==> src/rtl/params_loader.sv <==
// Parameter loader: copies a 32-entry shadow table to an Avalon-MM slave.
// Optional readback verify is compiled in with `define PARAMS_LOADER_VERIFY_EN.
module params_loader #(
  parameter int          NUM_WORDS   = 21,
  parameter int          ADDR_W      = 21,
  parameter logic [31:0] VERIFY_MASK = 32'h001C_FFFE
) (
  input  logic              clk,
  input  logic              rst,
  input  logic              cfg_we,
  input  logic [4:0]        cfg_idx,
  input  logic [31:0]       cfg_data,
  input  logic              start,
  input  logic              abort,
  output logic [ADDR_W-1:0] avm_m0_address,
  output logic [31:0]       avm_m0_writedata,
  output logic              avm_m0_write,
  output logic              avm_m0_read,
  input  logic [31:0]       avm_m0_readdata,
  input  logic              avm_m0_waitrequest,
  output logic              busy,
  output logic              done,
  output logic              aborted,
  output logic              err,
  output logic [4:0]        err_idx
);

  typedef enum logic [2:0] {IDLE, WR, RD, CMP, FIN} state_t;

  state_t      state;
  logic [4:0]  idx;
  logic        abort_pend;
  logic [31:0] shadow [32];

  logic       last;
  logic       abort_now;
  logic [4:0] idx_nxt;

  assign last      = (idx == 5'(NUM_WORDS - 1));
  assign abort_now = abort | abort_pend;
  assign idx_nxt   = idx + 5'd1;

  // No reset on the table: contents are undefined until software writes them.
  always_ff @(posedge clk) begin
    if (cfg_we && !busy)
      shadow[cfg_idx] <= cfg_data;
  end

  always_ff @(posedge clk or negedge rst) begin
    if (!rst) begin
      state            <= IDLE;
      idx              <= '0;
      abort_pend       <= 1'b0;
      avm_m0_address   <= '0;
      avm_m0_writedata <= '0;
      avm_m0_write     <= 1'b0;
      busy             <= 1'b0;
      done             <= 1'b0;
      aborted          <= 1'b0;
`ifdef PARAMS_LOADER_VERIFY_EN
      avm_m0_read      <= 1'b0;
      err              <= 1'b0;
      err_idx          <= '0;
`endif
    end else begin
      done    <= 1'b0;
      aborted <= 1'b0;
      case (state)
        IDLE: begin
          if (start) begin
            state            <= WR;
            idx              <= '0;
            abort_pend       <= 1'b0;
            busy             <= 1'b1;
            avm_m0_write     <= 1'b1;
            avm_m0_address   <= '0;
            avm_m0_writedata <= shadow[0];
`ifdef PARAMS_LOADER_VERIFY_EN
            err              <= 1'b0;
`endif
          end
        end
        WR: begin
          if (!avm_m0_waitrequest) begin
            avm_m0_write <= 1'b0;
            if (abort_now) begin
              state      <= IDLE;
              busy       <= 1'b0;
              aborted    <= 1'b1;
              abort_pend <= 1'b0;
`ifdef PARAMS_LOADER_VERIFY_EN
            end else if (VERIFY_MASK[idx]) begin
              state       <= RD;
              avm_m0_read <= 1'b1;
`endif
            end else if (last) begin
              state <= FIN;
              done  <= 1'b1;
            end else begin
              state            <= WR;
              idx              <= idx_nxt;
              avm_m0_write     <= 1'b1;
              avm_m0_address   <= ADDR_W'(idx_nxt);
              avm_m0_writedata <= shadow[idx_nxt];
            end
          end else if (abort) begin
            abort_pend <= 1'b1;
          end
        end
`ifdef PARAMS_LOADER_VERIFY_EN
        RD: begin
          if (!avm_m0_waitrequest) begin
            avm_m0_read <= 1'b0;
            if (abort_now) begin
              state      <= IDLE;
              busy       <= 1'b0;
              aborted    <= 1'b1;
              abort_pend <= 1'b0;
            end else begin
              state <= CMP;
            end
          end else if (abort) begin
            abort_pend <= 1'b1;
          end
        end
        CMP: begin
          if (!err && (avm_m0_readdata != shadow[idx])) begin
            err     <= 1'b1;
            err_idx <= idx;
          end
          if (abort_now) begin
            state      <= IDLE;
            busy       <= 1'b0;
            aborted    <= 1'b1;
            abort_pend <= 1'b0;
          end else if (last) begin
            state <= FIN;
            done  <= 1'b1;
          end else begin
            state            <= WR;
            idx              <= idx_nxt;
            avm_m0_write     <= 1'b1;
            avm_m0_address   <= ADDR_W'(idx_nxt);
            avm_m0_writedata <= shadow[idx_nxt];
          end
        end
`endif
        FIN: begin
          state      <= IDLE;
          busy       <= 1'b0;
          abort_pend <= 1'b0;
        end
        default: begin
          state <= IDLE;
          busy  <= 1'b0;
        end
      endcase
    end
  end

`ifndef PARAMS_LOADER_VERIFY_EN
  logic unused_verify;
  assign unused_verify = ^{VERIFY_MASK, avm_m0_readdata};
  assign avm_m0_read   = 1'b0;
  assign err           = 1'b0;
  assign err_idx       = '0;
`endif

endmodule

==> config.mk <==
export PLATFORM = sky130hd
export DESIGN_NAME = params_loader
export DESIGN_NICKNAME = d
export VERILOG_FILES = /design/src/rtl/params_loader.sv
export SDC_FILE = /design/constraint.sdc
export NUM_CORES = 1
export LEC_CHECK = 0
export CAP_MARGIN = 25
export CORE_MARGIN = 4
export CORE_UTILIZATION = 55
export DETAILED_ROUTE_END_ITERATION = 7
export DONT_BUFFER_PORTS = 1
export MAX_ROUTING_LAYER = met4
export PLACE_DENSITY = 0.7
export SETUP_SLACK_MARGIN = 0.4
export SYNTH_ARGS = -nofsm -noshare
export SYNTH_HDL_FRONTEND = slang
export SYNTH_SLANG_ARGS = --single-unit
==> constraint.sdc <==
create_clock -name clk -period 5.4 [get_ports clk]
set_clock_uncertainty 0.2 [all_clocks]
set_input_delay 0.27 -clock clk [delete_from_list [all_inputs] [get_ports clk]]
set_output_delay 0.27 -clock clk [all_outputs]
set_load 0.01 [all_outputs]
Word level (Yosys, flattened, before mapping)
Memories as Yosys holds them, arrays and structs flattened.
Index checks and enable logic that the tools add are counted.
- bits in registers: 66
- bits in latches: 0
- RAM bits: 1024
- bits in read-only memories: 0
- word-level logic and storage cells: 73
- memories kept: 1
- add/subtract/negate cells: 1
- $mul: 0
- div/mod/pow operators: 0
- order comparisons: 0
- equal/unequal tests: 10
- shifts and indexed selects: 0
- multiplexer cells: 41
- bitwise logic cells: 1
- reductions and logical operators: 10
- memories (memory ; depth ; width ; rd ports ; clocked after Yosys merged registers in ; write ports ; RTL line ; RTL):
    shadow ; 32 ; 32 ; 2 ; 0 ; 1 ; 33 ; logic [31:0] shadow [32];
- operators with widths (kind ; number):
    32-bit 2-to-1 mux ; 4
    21-bit 2-to-1 mux ; 4
    32-bit case mux with 2 select lines ; 1
    21-bit case mux with 2 select lines ; 1
    5-bit 2-to-1 mux ; 4
    1-bit 2-to-1 mux ; 18
    3-bit 2-to-1 mux ; 4
    2-bit inequality test, second input constant ; 5
    5-bit case mux with 2 select lines ; 1
    3-bit inequality test, second input constant ; 2
    3-bit case mux with 2 select lines ; 1
    3-bit AND reduction ; 2
    5-bit by 1-bit adder with 5-bit output, second input constant ; 1
    5-bit == test, second input constant ; 1
    5-bit AND reduction ; 1
    1-bit case mux with 2 select lines ; 2
    4-bit AND reduction ; 1
    3-bit by 1-bit == test with 1-bit output, second input constant ; 1
    3-bit == test, second input constant ; 1
    3-bit logical NOT ; 1
    1-bit case mux with 3 select lines ; 1
    3-bit nonzero test ; 1
    2-bit AND reduction ; 1
    2-bit nonzero test ; 1
    3 further kinds ; 3

Logic depth before layout (Yosys ltp)
Gate-level depths: netlist of run 1.
An unclocked memory read counts as a cell.
- depth in word-level cells: 6
- mapped depth: 17
- gate-level depth less buffers: 7

Worst setup path before layout of run 1
No wires, ideal clock.
- kind: reg-to-reg
- from: reg, netlist name avm_m0_address[0]
- to: reg avm_m0_writedata[13]
- setup time: 0.139 ns
- arrival: 3.989 ns
- required time: 5.061 ns
- slack: 1.072 ns
- cell stages (with the launch flop): 17
- path buffers: 10
- cells stage by stage: dfrtp_1 buf_6 buf_12 buf_4 buf_1 buf_2 inv_1 ha_1 buf_2 buf_2 clkbuf_1 clkbuf_1 clkbuf_1 mux4_2 nand2_1 a21oi_1 or4_1
- RTL lines (element ; RTL line ; RTL):
    end signal: assignment ; 77 ; avm_m0_writedata <= shadow[0];
    end signal: assignment ; 104 ; avm_m0_writedata <= shadow[idx_nxt];
    end: declaration ; 16 ; output logic [31:0] avm_m0_writedata,

==> reports/metrics.cfg, run 1 <==
[timing]
finalCritPeriodShare_pct=74.3
hold_violations=0
slew_violations=0
fin_crit_ns=4.01
worstMarginPinSlew_ns=1.08
max_freq_mhz=249
setup_viol=0
setup-tns-final_ns=0
relSlewSlack_pct=27.4
rsz0062_at_grt=false
hold_ws_ns=0.0545

[route]
dr.max_layer_used=met4
drc=0
ant_nets=0
routed-wl-met2_um=48700
drt_first_pass_iters=6
first_iter_violations=2301
wl_um=96300
wl_per_cell_um=31.5
wl_met3_um=8100
vias=19757
wl_met1_um=37100
vias_per_cell=6.47

[cts]
ctsRootBufferMaster=clkbuf_16
cts_tree=built
cts_hold_buf=39
path_clk_slew_ns=0.06
clockBufferDepth=3
numCtsBuffers=103
cts_resized=0
clock_latency_ns=0.66
cts_max_level=3
postCtsSetupRepairBufs=0
clock-sinks=1068

[floorplan]
fp-row-count=100
coreArea_um2=74300
boundaryPins=139
die_y_um=282
initial_utilization_pct=55.4
die_x_um=282
die_area_um2=79300

[logic_synthesis]
syn_avg_cell_area_um2=21.9
synthTopCellsByArea=edfxtp_1, mux4_2, dfrtp_1
ys_types=42
synth_cells=1880
yosysWarnings=0
synth_area_um2=41200
synth-simple-area-share_pct=3.17
synth_most_common_cell=edfxtp_1
synth_fa_ha_area_share_pct=0.0607
ys_ff_latch=1068
synthMuxAreaShare_pct=15.9
synthXorXnorAreaFrac_pct=0.106
synth_top_cell_area_share_pct=74.6
synth-compound-area-share_pct=1.70
ys_seq_area_share_pct=77.3
yosysTopAreaCell=edfxtp_1
synthTopCellsByCount=edfxtp_1, mux4_2, nand2_1
ys_dominant_reg_cell=edfxtp_1
async_reset_ff_share_pct=4.12
synth_top_family_by_area=multiplexers
synth_edf_count=1024

[placement]
port_buffers=0
gp_congestion=0.792
place_area_um2=42700
place_inst=2808
dp_hpwl_um=51600

[global_routing]
grt_usage_pct=25.4
grt_pass1_wl_um=141000
grt_pass1_vias=20081
antenna_found_initial=4
gr-total-overflow=0
grt_max_degree=100

[worst_setup_path]
path_max_fanout=99
crit_top_cell=buf_4
crit_family=buffers and inverters
end_kind=register
reg2reg_depth=8
critPathKind=reg2reg
critPathMaxStageDelay_ns=0.58
start_kind=register
path_cells=buf_12 > and3_1 > xnor2_2 > buf_4 > buf_4 > mux4_2 > nor2b_1 > or4_1
arrival_ns=4.34
cpMaxStageDelayCell=buf_12
path_depth=8
crit_buf_inv=3
crit_required_ns=5.73

[finish]
final_cell_count_no_fill=3054
finish.instance_area_um2=46700
syn_to_final_growth_pct=13.3
seq_area_um2=31900
nets=2072
multi_input_area_um2=9010
drive_gt1_share_pct=25.7
fillers=4886

[power]
p_leak_nw=14.7
ir_worst_vdd_mv=0.377
p_per_area_nw_per_um2=473

[worst_hold_path]
min_path_type=in2async

[status]
status=finished, final reports clean

[run]
drv_cap=0

==> state kept, by name (all words and copies together), names as in the netlist <==
signal / flops
shadow: 1024
avm_m0_writedata: 32
avm_m0_address: 5
state: 2
abort_pend: 1
aborted: 1
avm_m0_write: 1
busy: 1
done: 1
==> report_power, final <==
group | switching, mW | total, mW | internal [mW]
clock network | 2.99 | 7.12 | 4.13
registers | 0.306 | 9.56 | 9.26
logic | 2.59 | 5.38 | 2.79
total | 5.88 | 22.1 | 16.2
==> kinds of logic (layout without fill, tap and decap cells) <==
| logic type | after synthesis | count (layout) |
|---|---|---|
| AO/OA/AOI/OAI | 113 | 113 |
| XOR/XNOR | 5 | 5 |
| adder cells (fa/ha/maj) | 2 | 2 |
| buffers and inverters | 129 | 308 |
| flip-flops | 1068 | 1068 |
| multiplexers | 288 | 288 |
| other | 1 | 27 |
| AND/OR/NAND/NOR | 274 | 274 |
==> per-layer routing <==
metal,vias up,GRT usage (%)
li1,8046,-
met1,10579,34.3
met2,980,40.7
met3,152,4.69
met4,0,7.33
met5,-,-
==> cell usage in the layout (no fill, tap or decap), types with 3 or more instances in the layout <==
cell type,synthesis,routed
or4_1,31,31
clkinvlp_4,0,6
edfxtp_1,1024,1024
nor2b_1,31,31
a22o_1,31,31
o21ai_0,9,9
mux4_1,18,18
bufinv_16,0,8
nor2_1,37,5
buf_4,26,50
clkinv_2,0,18
nand2_1,143,143
clkbuf_16,0,112
buf_8,1,4
conb_1,1,23
a21oi_1,65,65
nand4b_1,3,3
dlygate4sd3_1,0,38
nand3_1,10,8
clkbuf_1,53,27
inv_1,7,7
dfrtp_1,44,43
nor2_4,0,32
nand3b_1,3,3
diode_2,0,4
mux4_2,269,269
buf_16,0,3
clkinv_1,0,14
buf_12,3,8
clkbuf_8,0,9
==> final cells by class <==
| type | instances | share of cell area [%] |
|---|---|---|
| flip-flops and latches | 1068 | 68.2 |
| multi-input cells | 705 | 19.3 |
| repair buffers | 110 | 2.58 |
| clock inverters | 48 | 0.978 |
| clock buffers | 143 | 6.22 |
| inverters | 7 | 0.0563 |
| diodes | 4 | 0.0214 |
| well taps | 969 | 2.60 |
==> stage by stage <==
stage / setup slack [ns] / power (mW) / utilization, %
after floorplan: 1.07 / 13.8 / -
after global placement: 1.42 / 14.9 / 57.4
after detailed placement: 1.38 / 15.0 / 57.4
after CTS: 1.35 / 22.2 / 62.5
after global routing: 1.21 / 22.9 / 62.8
final: 1.39 / 22.1 / 62.8
==> worst paths after layout <==
| check | from | endpoint | slack (ns) |
|---|---|---|---|
| worst max-delay path | avm_m0_address[0] | avm_m0_writedata[14] | 1.39 |
| worst min-delay path | rst | avm_m0_writedata[27] | 0.05 |
| worst max register to register | avm_m0_address[0] | avm_m0_writedata[14] | 1.39 |
| worst min register to register | shadow[0][29] | avm_m0_writedata[29] | 0.36 |
| max in group asynchronous | rst | avm_m0_writedata[17] | 4.65 |
| min in group clk | start | state[0] | 0.06 |
Note: power is estimated with default switching activity, not from simulation.
==> run 2: changes to the inputs <==
==> constraint.sdc (replaced) <==
create_clock -name clk -period 3.9 [get_ports clk]
set_clock_uncertainty 0.2 [all_clocks]
set_input_delay 0.195 -clock clk [delete_from_list [all_inputs] [get_ports clk]]
set_output_delay 0.195 -clock clk [all_outputs]
set_load 0.01 [all_outputs]
==> run 2 against run 1 <==
  * Clock power up 38%
  * Critical path depth shrank 1
  * Design area is 1.2% higher
  * Register-to-register slack worse by 0.90 ns
  * Highest routed layer unchanged
  * Via count is 0.35% higher
  * Global-route usage is essentially flat
  * Critical path type unchanged
  * Power grew 40%
==> reports/metrics.cfg, run 2 (synthesis gave the netlist of run 1 again) <==
[status]
status=finished, final reports clean

[route]
wl_per_cell_um=31.5
first_iter_violations=2550
vias_per_cell=6.44
ant_nets=0
drc=0
wl_um=96900
drt_first_pass_iters=5
vias=19827

[finish]
fillers=4796
largest_reg_flops=1024
largest_register=shadow
layout_commonest_cell=edfxtp_1
final_cell_mix=edfxtp_1, mux4_2, nand2_1
syn_to_final_growth_pct=14.6
drive_gt1_share_pct=26.6
nets=2101
largest_registers=shadow: 1024 flops, avm_m0_writedata: 32 flops, avm_m0_address: 5 flops

[timing]
rsz0062_at_grt=true
hold_violations=0
setup-tns-final_ns=0
fin_crit_ns=3.41
hold_ws_ns=0.0215
worstMarginPinSlew_ns=1.10
finalCritPeriodShare_pct=87.5
relSlewSlack_pct=26.7
slew_violations=0
setup_viol=0
max_freq_mhz=293

[placement]
port_buffers=0
gp_congestion=0.811
dp_hpwl_um=52200

[worst_setup_path]
arrival_ns=3.71
critPathMaxStageDelay_ns=0.59
end_kind=register
path_cells=inv_4 > ha_4 > buf_12 > mux4_2 > mux4_2 > nor2b_1 > or4_1
cpMaxStageDelayCell=dfrtp_4
critPathKind=reg2reg
crit_top_cell=mux4_2
start_kind=register
path_max_fanout=50
crit_required_ns=4.20

[cts]
ctsRootBufferMaster=clkbuf_16
clockBufferDepth=3
cts_max_level=3
path_clk_slew_ns=0.06
clock-sinks=1068
cts_tree=built
numCtsBuffers=102
clock_latency_ns=0.64

[power]
ir_worst_vdd_mv=0.545
power_frac_comb_pct=25.3
p_per_area_nw_per_um2=652
internal_power_mw=22.7
power.switching_mw=8.12
clockPowerShare_pct=31.9
p_leak_nw=15.0
swShare_pct=26.4
seq_power_share_pct=42.9

[global_routing]
grt_max_degree=82
gr-total-overflow=0
grt_pass1_vias=20234
antenna_found_initial=3
grt_pass1_wl_um=140000
grt_usage_pct=25.5

[floorplan]
coreArea_um2=74300
die_area_um2=79300
die_x_um=282
fp-row-count=100
boundaryPins=139
die_y_um=282
initial_utilization_pct=55.4

[run]
drv_cap=0

[worst_hold_path]
min_path_type=in2async

[run 2: cell types whose count changed in the layout (fill, tap and decap cells not counted), sizes merged]
| cell | previous run | this run |
|---|---|---|
| buf | 67 | 96 |
| bufinv | 8 | 11 |
| clkbuf | 148 | 154 |
| clkinv | 32 | 26 |
| clkinvlp | 6 | 3 |
| diode | 4 | 2 |
| dlygate4sd3 | 38 | 39 |
| inv | 9 | 7 |
[run 2: final timing paths]
kind                            slack, ns  cells past startpoint                   end               from
worst max-delay path                 0.49                      7   avm_m0_writedata[9]  avm_m0_address[0]
worst min-delay path                 0.02                      3  avm_m0_writedata[23]                rst
worst max register to register       0.49                      7   avm_m0_writedata[9]  avm_m0_address[0]
worst min register to register       0.36                      2  avm_m0_writedata[29]      shadow[0][29]
max in group asynchronous            3.19                      3   avm_m0_writedata[9]                rst
min in group clk                     0.04                      3        shadow[11][23]             cfg_we
[run 2: cell type report]
type	count	area (um2)	share of cell area [%]
repair buffers	140	1760	3.73
diodes	2	5.00	0.0106
well taps	969	1210	2.57
clock buffers	149	2870	6.08
flip-flops and latches	1068	31900	67.5
inverters	7	28.8	0.0609
multi-input cells	705	9010	19.1
clock inverters	40	475	1.01
[run 2: critical path, delay by kind of cell, from the launching register on]
kind	cells	cell delay, ns
fa+ha+maj	1	0.40
mux	2	0.86
simple gates	2	0.76
buf+inv	2	0.40
flops	1	0.59
[run 2: through the flow]
step / power [mW] / setup slack, ns / instances / util [%] / instance area [um2]
2_1_floorplan: 19.3 / 0.402 / 1902 / - / 41400
3_3_place_gp: 20.7 / 0.432 / 2823 / 57.8 / 42900
3_5_place_dp: 20.8 / 0.425 / 2824 / 57.8 / 42900
4_1_cts: 30.8 / 0.408 / 3054 / 62.9 / 46700
5_1_grt: 32.1 / 0.386 / 3080 / 63.5 / 47200
6_report: 30.8 / 0.487 / 3080 / 63.5 / 47200
[run 2: per-layer routing]
metal / routed length, um / GRT usage (%) / part of all wire, % / vias up
li1: - / - / - / 8088
met1: 37200 / 34.5 / 38 / 10476
met4: 3160 / 8.38 / 3.3 / 0
met3: 8950 / 5.24 / 9.2 / 206
met2: 47600 / 39.6 / 49 / 1057
met5: 0 / - / 0 / -
[run 2: power groups by stage]
| stage | clock (mW) | sequential (mW) | combinational (mW) |
|---|---|---|---|
| 2_1_floorplan | 0 | 13.3 | 6.07 |
| 3_3_place_gp | 0 | 13.4 | 7.30 |
| 3_5_place_dp | 0 | 13.4 | 7.37 |
| 4_1_cts | 9.94 | 13.2 | 7.63 |
| 5_1_grt | 10.5 | 13.2 | 8.34 |
| 6_report | 9.81 | 13.2 | 7.79 |
[run 2: timing repair]
action | 4_1_cts | 5_1_grt
setup buffers | 0 | 5
endpoints found under the hold margin | 1135 | 0
gates resized for setup | 1 | 3
gates cloned | 0 | 1
setup endpoints to repair | 1 | 23
hold buffers | 41 | 0
pin swaps | 0 | 1
